===== config.mk =====
export PLATFORM = sky130hd
export DESIGN_NAME = mult_div_unit
export DESIGN_NICKNAME = d
export VERILOG_FILES = /design/src/rtl/mult_div_unit.sv
export SDC_FILE = /design/constraint.sdc
export NUM_CORES = 1
export LEC_CHECK = 0
export CORE_MARGIN = 3
export CORE_UTILIZATION = 55
export DETAILED_ROUTE_END_ITERATION = 10
export PLACE_DENSITY = 0.87
export SKIP_LAST_GASP = 1
export SYNTH_ARGS = -nofsm -noshare
export SYNTH_HDL_FRONTEND = slang
export SYNTH_SLANG_ARGS = --single-unit

===== constraint.sdc =====
create_clock -name Clk -period 11.1 [get_ports Clk]
set_input_delay 2.775 -clock Clk [delete_from_list [all_inputs] [get_ports Clk]]
set_output_delay 2.775 -clock Clk [all_outputs]
set_load 0.02 [all_outputs]

===== src/rtl/mult_div_unit.sv =====
// Iterative MIPS-32 multiply/divide unit (MULT, MULTU, DIV, DIVU) with HI/LO registers.
// Define MDU_DIV_EN to build the divider and divide-by-zero path; undefined gives a multiply-only unit.
module mult_div_unit #(
  parameter int XLEN = 32
) (
  input  logic            Clk,
  input  logic            reset,
  input  logic            start,
  input  logic [1:0]      op,
  input  logic [XLEN-1:0] rs_data,
  input  logic [XLEN-1:0] rt_data,
  input  logic            mthi,
  input  logic            mtlo,
  output logic [XLEN-1:0] hi,
  output logic [XLEN-1:0] lo,
  output logic            busy,
  output logic            done,
  output logic            div_by_zero
);

  localparam int            CW   = $clog2(XLEN);
  localparam logic [CW-1:0] LAST = CW'(XLEN - 1);

`ifdef MDU_DIV_EN
  typedef enum logic [1:0] {IDLE, RUN, DZ} state_t;
`else
  typedef enum logic [1:0] {IDLE, RUN} state_t;
`endif

  state_t            state_q, state_d;
  logic [CW-1:0]     count_q, count_d;
  logic [2*XLEN-1:0] acc_q, acc_d;
  logic [XLEN-1:0]   opA_q, opA_d;
  logic              negRes_q, negRes_d;
  logic [XLEN-1:0]   hi_q, hi_d;
  logic [XLEN-1:0]   lo_q, lo_d;
  logic              done_q, done_d;

  logic              isSigned;
  logic              startOk;
  logic [XLEN-1:0]   absRs, absRt;
  logic [XLEN-1:0]   mulAddend;
  logic [XLEN:0]     mulSum;
  logic [2*XLEN-1:0] mulNext, mulFinal;

  assign isSigned = ~op[0];
  assign absRs    = (isSigned && rs_data[XLEN-1]) ? -rs_data : rs_data;
  assign absRt    = (isSigned && rt_data[XLEN-1]) ? -rt_data : rt_data;

  // Multiplier bits shift out of the low half while product bits shift in from the top.
  assign mulAddend = acc_q[0] ? opA_q : '0;
  assign mulSum    = {1'b0, acc_q[2*XLEN-1:XLEN]} + {1'b0, mulAddend};
  assign mulNext   = {mulSum, acc_q[XLEN-1:1]};
  assign mulFinal  = negRes_q ? -mulNext : mulNext;

`ifdef MDU_DIV_EN
  logic              isDiv_q, isDiv_d;
  logic              negRem_q, negRem_d;
  logic              dz_q, dz_d;
  logic [XLEN:0]     divShift;
  logic [XLEN-1:0]   divDiff, divRem, quotFinal, remFinal;
  logic              divGe;
  logic [2*XLEN-1:0] divNext;

  // Restoring step: remainder in the high half, dividend/quotient bits in the low half.
  assign divShift  = {acc_q[2*XLEN-1:XLEN], acc_q[XLEN-1]};
  assign divGe     = divShift >= {1'b0, opA_q};
  assign divDiff   = divShift[XLEN-1:0] - opA_q;
  assign divRem    = divGe ? divDiff : divShift[XLEN-1:0];
  assign divNext   = {divRem, acc_q[XLEN-2:0], divGe};
  assign quotFinal = negRes_q ? -divNext[XLEN-1:0] : divNext[XLEN-1:0];
  assign remFinal  = negRem_q ? -divNext[2*XLEN-1:XLEN] : divNext[2*XLEN-1:XLEN];
  assign startOk   = start;
`else
  assign startOk   = start && !op[1];
`endif

  always_comb begin
    state_d  = state_q;
    count_d  = count_q;
    acc_d    = acc_q;
    opA_d    = opA_q;
    negRes_d = negRes_q;
    hi_d     = hi_q;
    lo_d     = lo_q;
    done_d   = 1'b0;
`ifdef MDU_DIV_EN
    isDiv_d  = isDiv_q;
    negRem_d = negRem_q;
    dz_d     = 1'b0;
`endif
    case (state_q)
      IDLE: begin
        if (startOk) begin
          count_d  = '0;
          negRes_d = isSigned & (rs_data[XLEN-1] ^ rt_data[XLEN-1]);
          state_d  = RUN;
`ifdef MDU_DIV_EN
          isDiv_d  = op[1];
          negRem_d = isSigned & rs_data[XLEN-1];
          if (op[1]) begin
            opA_d = absRt;
            acc_d = {{XLEN{1'b0}}, absRs};
            if (rt_data == '0) state_d = DZ;
          end else begin
            opA_d = absRs;
            acc_d = {{XLEN{1'b0}}, absRt};
          end
`else
          opA_d = absRs;
          acc_d = {{XLEN{1'b0}}, absRt};
`endif
        end else if (!start) begin
          if (mthi) hi_d = rs_data;
          if (mtlo) lo_d = rs_data;
        end
      end
      RUN: begin
        count_d = count_q + CW'(1);
`ifdef MDU_DIV_EN
        acc_d = isDiv_q ? divNext : mulNext;
`else
        acc_d = mulNext;
`endif
        if (count_q == LAST) begin
          state_d = IDLE;
          done_d  = 1'b1;
`ifdef MDU_DIV_EN
          if (isDiv_q) begin
            hi_d = remFinal;
            lo_d = quotFinal;
          end else begin
            hi_d = mulFinal[2*XLEN-1:XLEN];
            lo_d = mulFinal[XLEN-1:0];
          end
`else
          hi_d = mulFinal[2*XLEN-1:XLEN];
          lo_d = mulFinal[XLEN-1:0];
`endif
        end
      end
`ifdef MDU_DIV_EN
      DZ: begin
        state_d = IDLE;
        done_d  = 1'b1;
        dz_d    = 1'b1;
      end
`endif
      default: state_d = IDLE;
    endcase
  end

  always_ff @(posedge Clk) begin
    if (reset) begin
      state_q  <= IDLE;
      count_q  <= '0;
      acc_q    <= '0;
      opA_q    <= '0;
      negRes_q <= 1'b0;
      hi_q     <= '0;
      lo_q     <= '0;
      done_q   <= 1'b0;
`ifdef MDU_DIV_EN
      isDiv_q  <= 1'b0;
      negRem_q <= 1'b0;
      dz_q     <= 1'b0;
`endif
    end else begin
      state_q  <= state_d;
      count_q  <= count_d;
      acc_q    <= acc_d;
      opA_q    <= opA_d;
      negRes_q <= negRes_d;
      hi_q     <= hi_d;
      lo_q     <= lo_d;
      done_q   <= done_d;
`ifdef MDU_DIV_EN
      isDiv_q  <= isDiv_d;
      negRem_q <= negRem_d;
      dz_q     <= dz_d;
`endif
    end
  end

  assign hi   = hi_q;
  assign lo   = lo_q;
  assign busy = (state_q != IDLE);
  assign done = done_q;
`ifdef MDU_DIV_EN
  assign div_by_zero = dz_q;
`else
  assign div_by_zero = 1'b0;
`endif

endmodule


; After elaboration in Yosys (flattened, before gate mapping)
; Cells that the tools add are included.
[op_classes]
n_addsub = 5
n_mul = 0
div = 0
order_cmp = 0
eq_ne = 8
shift = 0
n_mux = 22
bitwise_logic = 4
reduce_logical = 13
[ops]
columns = operator, count
row1 = 32-bit two-way mux, 11
row2 = 64-bit two-way mux, 2
row3 = 32-bit case mux with 2 select lines, 2
row4 = 64-bit case mux with 2 select lines, 1
row5 = 32-bit negation, 2
row6 = 64-bit negation, 1
row7 = 32-bit by 32-bit adder with 33-bit output, 1
row8 = 2-bit != test (second input constant), 6
row9 = 5-bit case mux with 2 select lines, 1
row10 = 5-bit AND reduction, 2
row11 = 2-bit AND reduction, 3
row12 = 5-bit by 1-bit adder with 5-bit output (second input constant), 1
row13 = 5-bit equality test (second input constant), 1
row14 = 5-bit two-way mux, 1
row15 = 2-bit two-way mux, 2
row16 = 2-bit case mux with 2 select lines, 1
row17 = 2-bit nonzero test, 2
row18 = 1-bit logical AND, 3
row19 = 2-bit by 1-bit equality test with 1-bit output (second input constant), 1
row20 = 2-bit zero test, 1
row21 = 1-bit inverter, 2
row22 = 2-bit OR reduction, 1
row23 = 1-bit AND, 1
row24 = 1-bit zero test, 1
row25 = 2 further kinds, 2
[word_totals]
register_bits = 169
latch_bits = 0
ramBits = 0
mem_bits_ro = 0
input_bits = 71
out_inout_bits = 67
memories = 0

; Logic depth before layout (Yosys ltp)
[logic_depth]
word_depth = 6
mapped_depth = 15
mapped_depth_nobuf = 13

; Worst setup path after synthesis
; No wires, ideal clock.
[synth_timing]
kind = input to register
start = input port rt_data[5]
end = register acc_q[27]
arrival_time_ns = 5.000
required_time_ns = 11.030
path_slack_ns = 6.029
stages = 10
cell_sequence = or4_1 -> nor4_1 -> and3b_1 -> and3_1 -> nand3_1 -> nor2_1 -> a21oi_1 -> xnor2_1 -> a211o_1 -> a21oi_1
[synth_via]
elab_chain_len = 4
[synth_rtl]
columns = item, line
row1 = "start, declared", 11  ; input logic [XLEN-1:0] rt_data,
row2 = 32-bit negation, 48  ; assign absRt = (isSigned && rt_data[XLEN-1]) ? -rt_data : rt_data;
row3 = 32-bit two-way mux, 48
row4 = 64-bit two-way mux, 94  ; if (startOk) begin
row5 = 64-bit case mux with 2 select lines, 92  ; case (state_q)
row6 = "end signal, assigned", 157  ; acc_q <= '0;
row7 = "end signal, assigned", 171  ; acc_q <= acc_d;
row8 = "end, declared", 32  ; logic [2*XLEN-1:0] acc_q, acc_d;
; Every way passes these cells. The select of a mux whose other input is x is not followed.
; A chain may end at the register's enable or synchronous reset.

; Worst setup path in the final report
[layout_timing]
start = input port rs_data[0]
end = register opA_q[29]
[layout_via]
elab_chain_len = 2
[layout_rtl]
columns = item, line
row1 = "start, declared", 10  ; input logic [XLEN-1:0] rs_data,
row2 = 32-bit negation, 47  ; assign absRs = (isSigned && rs_data[XLEN-1]) ? -rs_data : rs_data;
row3 = 32-bit two-way mux, 47
row4 = "end signal, assigned", 172  ; opA_q <= opA_d;
row5 = "end, declared", 33  ; logic [XLEN-1:0] opA_q, opA_d;
; Every way passes these cells.

==> impl_metrics.env <==
export IMPL_status="completed"
export IMPL_clkLatencyLatePin_ns=0.44
export IMPL_cp_max_fo=6
export IMPL_start_util_pct=56.23
export IMPL_dieArea_um2=22520
export IMPL_cts_setup_buffers=0
export IMPL_whs_ns=0.4485
export IMPL_pin_count=138
export IMPL_setup_viol=0
export IMPL_gp_congestion=0.9622
export IMPL_hold_viol_final=0
export IMPL_num_rows=52
export IMPL_cp_start_kind="input port"
export IMPL_crit_type="in2reg"
export IMPL_p_leak_nw=4.954
export IMPL_dr_pass1_iters=6
export IMPL_die_w_um=150.1
export IMPL_power_density_nw_per_um2=117.3
export IMPL_grt_pass1_wl_mm=54.99
export IMPL_area_growth_pct=17.22
export IMPL_antenna_found_initial=0
export IMPL_cp_slowest_cell="nor4_1"
export IMPL_slew_violations=0
export IMPL_critPathArrivalTime_ns=6.20
export IMPL_synth_fp_nets=1627
export IMPL_clock_tree_root_cell="clkbuf_16"
export IMPL_switching_share_pct=31.55
export IMPL_ys_types=72
export IMPL_cp_required_ns=11.44
export IMPL_portBuffers=136
export IMPL_p_seq_share_pct=42.6
export IMPL_async_flop_share_pct=0
export IMPL_p_sw_w=0.0004952
export IMPL_grt_pass1_vias=10895
export IMPL_ys_flop_type="dfxtp_1"
export IMPL_worst_pin_slew_ns=1.109
export IMPL_placed_cells=1822
export IMPL_syn_instance_count=1518
export IMPL_final_setup_worst_slack_ns=5.245
export IMPL_slowest_delay_ns=0.91
export IMPL_p_int_w=0.001074
export IMPL_core_um2=20300
export IMPL_max_freq_mhz=170.8
export IMPL_ys_seq_area_share_pct=29.46
export IMPL_irDropWorstVdd_mv=0.07871
export IMPL_critPathCaptureType="flip-flop"
export IMPL_path_clk_slew_ns=0.07
export IMPL_fin_util_pct=65.91
export IMPL_antennaDiodeCount=0
export IMPL_gr_usage_all_layers_pct=29.97
export IMPL_synth_seq_cells=168
export IMPL_grt_setup_unrepaired="false"
export IMPL_ys_warn_count=0
export IMPL_cp_buffers_inverters=1
export IMPL_cp_top_family="simple AND/OR/NAND/NOR gates"
export IMPL_max_slew_margin_pct=25.87
export IMPL_power_share_clock_pct=38.3
export IMPL_wl_mm=34.20
export IMPL_final_cells=1854
export IMPL_routedWlPerCell_um=18.45
export IMPL_synthTopCellsByArea="dfxtp_1, nor2_1, a21oi_1"
export IMPL_synth_top_cell_by_area="dfxtp_1"
export IMPL_cts_buffer_depth=2
export IMPL_fin_crit_ns=5.855
export IMPL_combinationalPowerShare_pct=19.1
export IMPL_vias_per_cell=6.349
export IMPL_crit_top_cell="nor4_1"
export IMPL_holdBufCountCts=0
export IMPL_cts_max_level=4
export IMPL_cts_buffers=17
export IMPL_drtIter0Drc=1188
export IMPL_synth_top_area_share_pct=29.46
export IMPL_drcViolationCount=0
export IMPL_hold_class="reg2reg"
export IMPL_overflow=0
export IMPL_worstPathCellList="clkdlybuf4s50_1 -> nor3_1 -> nand2_1 -> or4_1 -> nor4_1 -> nand3_1 -> nor4_1 -> o21ai_0 -> a311oi_1"
export IMPL_clock_sinks=168
export IMPL_syn_cell_area_um2=11410
export IMPL_vias=11771
export IMPL_grt_max_degree=110
export IMPL_min_period_over_period_pct=52.75
export IMPL_synth_edff_count=0
export IMPL_hpwl_mm=24.05
export IMPL_cts_resized=0
export IMPL_ant_nets=0
export IMPL_setup_tns_ns=0
export IMPL_cts_tree="built"
export IMPL_dp_slack_ns=4.988
export IMPL_post_route_cells_drive_above_1_share_pct=4.798
export IMPL_avgSynthCellArea_um2=7.520
export IMPL_final_net_count=1680
export IMPL_max_cap_violations=0
export IMPL_skew_ns=0.01015
export IMPL_die_h_um=150.1
-- logic make-up (layout without fill, tap and decap cells) --
| kind of cell | after synthesis | in the layout | share of synthesized area (%) |
|---|---|---|---|
| adders and majority gates | 38 | 38 | 4.231 |
| and+or+nand+nor | 565 | 565 | 24.41 |
| xor gates and xnor gates | 136 | 136 | 10.44 |
| buffers and inverters | 134 | 200 | 4.439 |
| other | 1 | 1 | 0.03285 |
| DFF | 168 | 168 | 29.46 |
| muxes | 6 | 6 | 0.5371 |
| AOI/OAI and AO/OA | 470 | 470 | 26.45 |
-- synthesized netlist by cell type (all sizes together) (37+ instances only) --
library cell,count
nor2,260
xnor2,47
and2,39
a21oi,164
dfxtp,168
ha,37
clkbuf,107
and3,38
a211oi,94
o21ai,77
nand2,81
xor2,89
-- path summary, 6_finish.rpt --
path,to,cells past startpoint,slack (ns),start
worst max-delay path,opA_q[29],9,5.25,rs_data[0]
worst min-delay path,hi[18],2,0.45,hi[18]
worst max register to register,hi[28],13,6.09,acc_q[0]
worst min register to register,hi[18],2,0.45,hi[18]
-- tightest hold or removal path: stages, from the launching register on --
cell and delay [ns]:
dfxtp_1 0.31, nand2_1 0.05, a21oi_1 0.05
-- routing by layer --
layer | track usage, % | wire, um
met1 | 40.58 | 14500
met2 | 48.16 | 15610
met3 | 4.210 | 2751
met4 | 12.12 | 1342
met5 | 0 | 0
-- placed cells by master, fill, tap and decap left out, types with 4 or more instances in the layout --
cell / n
o21ai_0: 73
a221oi_1: 13
nand2b_1: 7
a211oi_1: 94
a21o_1: 7
xor2_1: 89
or4_1: 14
clkbuf_16: 17
dfxtp_1: 167
or3_1: 19
a31oi_1: 20
nand3_1: 19
nor4_1: 9
nand2_1: 81
o21bai_1: 5
mux2i_1: 5
nand4_1: 13
o31ai_1: 26
a21oi_1: 163
nor4_2: 4
xnor2_1: 47
nor3_1: 26
inv_1: 22
and4_1: 4
and2_1: 39
buf_4: 10
o211ai_1: 10
or2_2: 8
o41ai_1: 8
a221o_1: 4
nor2_1: 258
clkdlybuf4s50_1: 135
inv_6: 5
a211o_1: 5
and3_1: 38
a311oi_1: 12
ha_1: 37
-- through the flow --
step,power (W),area (um^2)
floorplan,0.0008613,11410
global placement,0.0009672,12800
detailed placement,0.0009752,12800
CTS,0.001565,13380
global route,0.001628,13380
finish,0.001570,13380
-- flip-flops by register name (all words and copies together), names as in the netlist --
signal	flops
state_q	1
opA_q	32
count_q	5
done	1
lo	32
acc_q	64
hi	32
negRes_q	1
-- final cells by class --
cell class,count,area (um^2)
Clock inverter,15,156.4
Multi-Input combinational cell,1216,7581
Tap cell,270,337.8
Fill cell,1660,6919
Inverter,23,86.33
Timing Repair Buffer,145,1426
Clock buffer,17,425.4
Sequential cell,168,3367
-- power by group through the flow --
stage          sequential, W  clock, W  combinational (W)
2_1_floorplan       0.000683         0           0.000179
3_3_place_gp        0.000680         0           0.000287
3_5_place_dp        0.000681         0           0.000294
4_1_cts             0.000667  0.000602           0.000296
5_1_grt             0.000672  0.000628           0.000327
6_report            0.000668  0.000602           0.000300
Note: power is estimated with default switching activity, not from simulation.
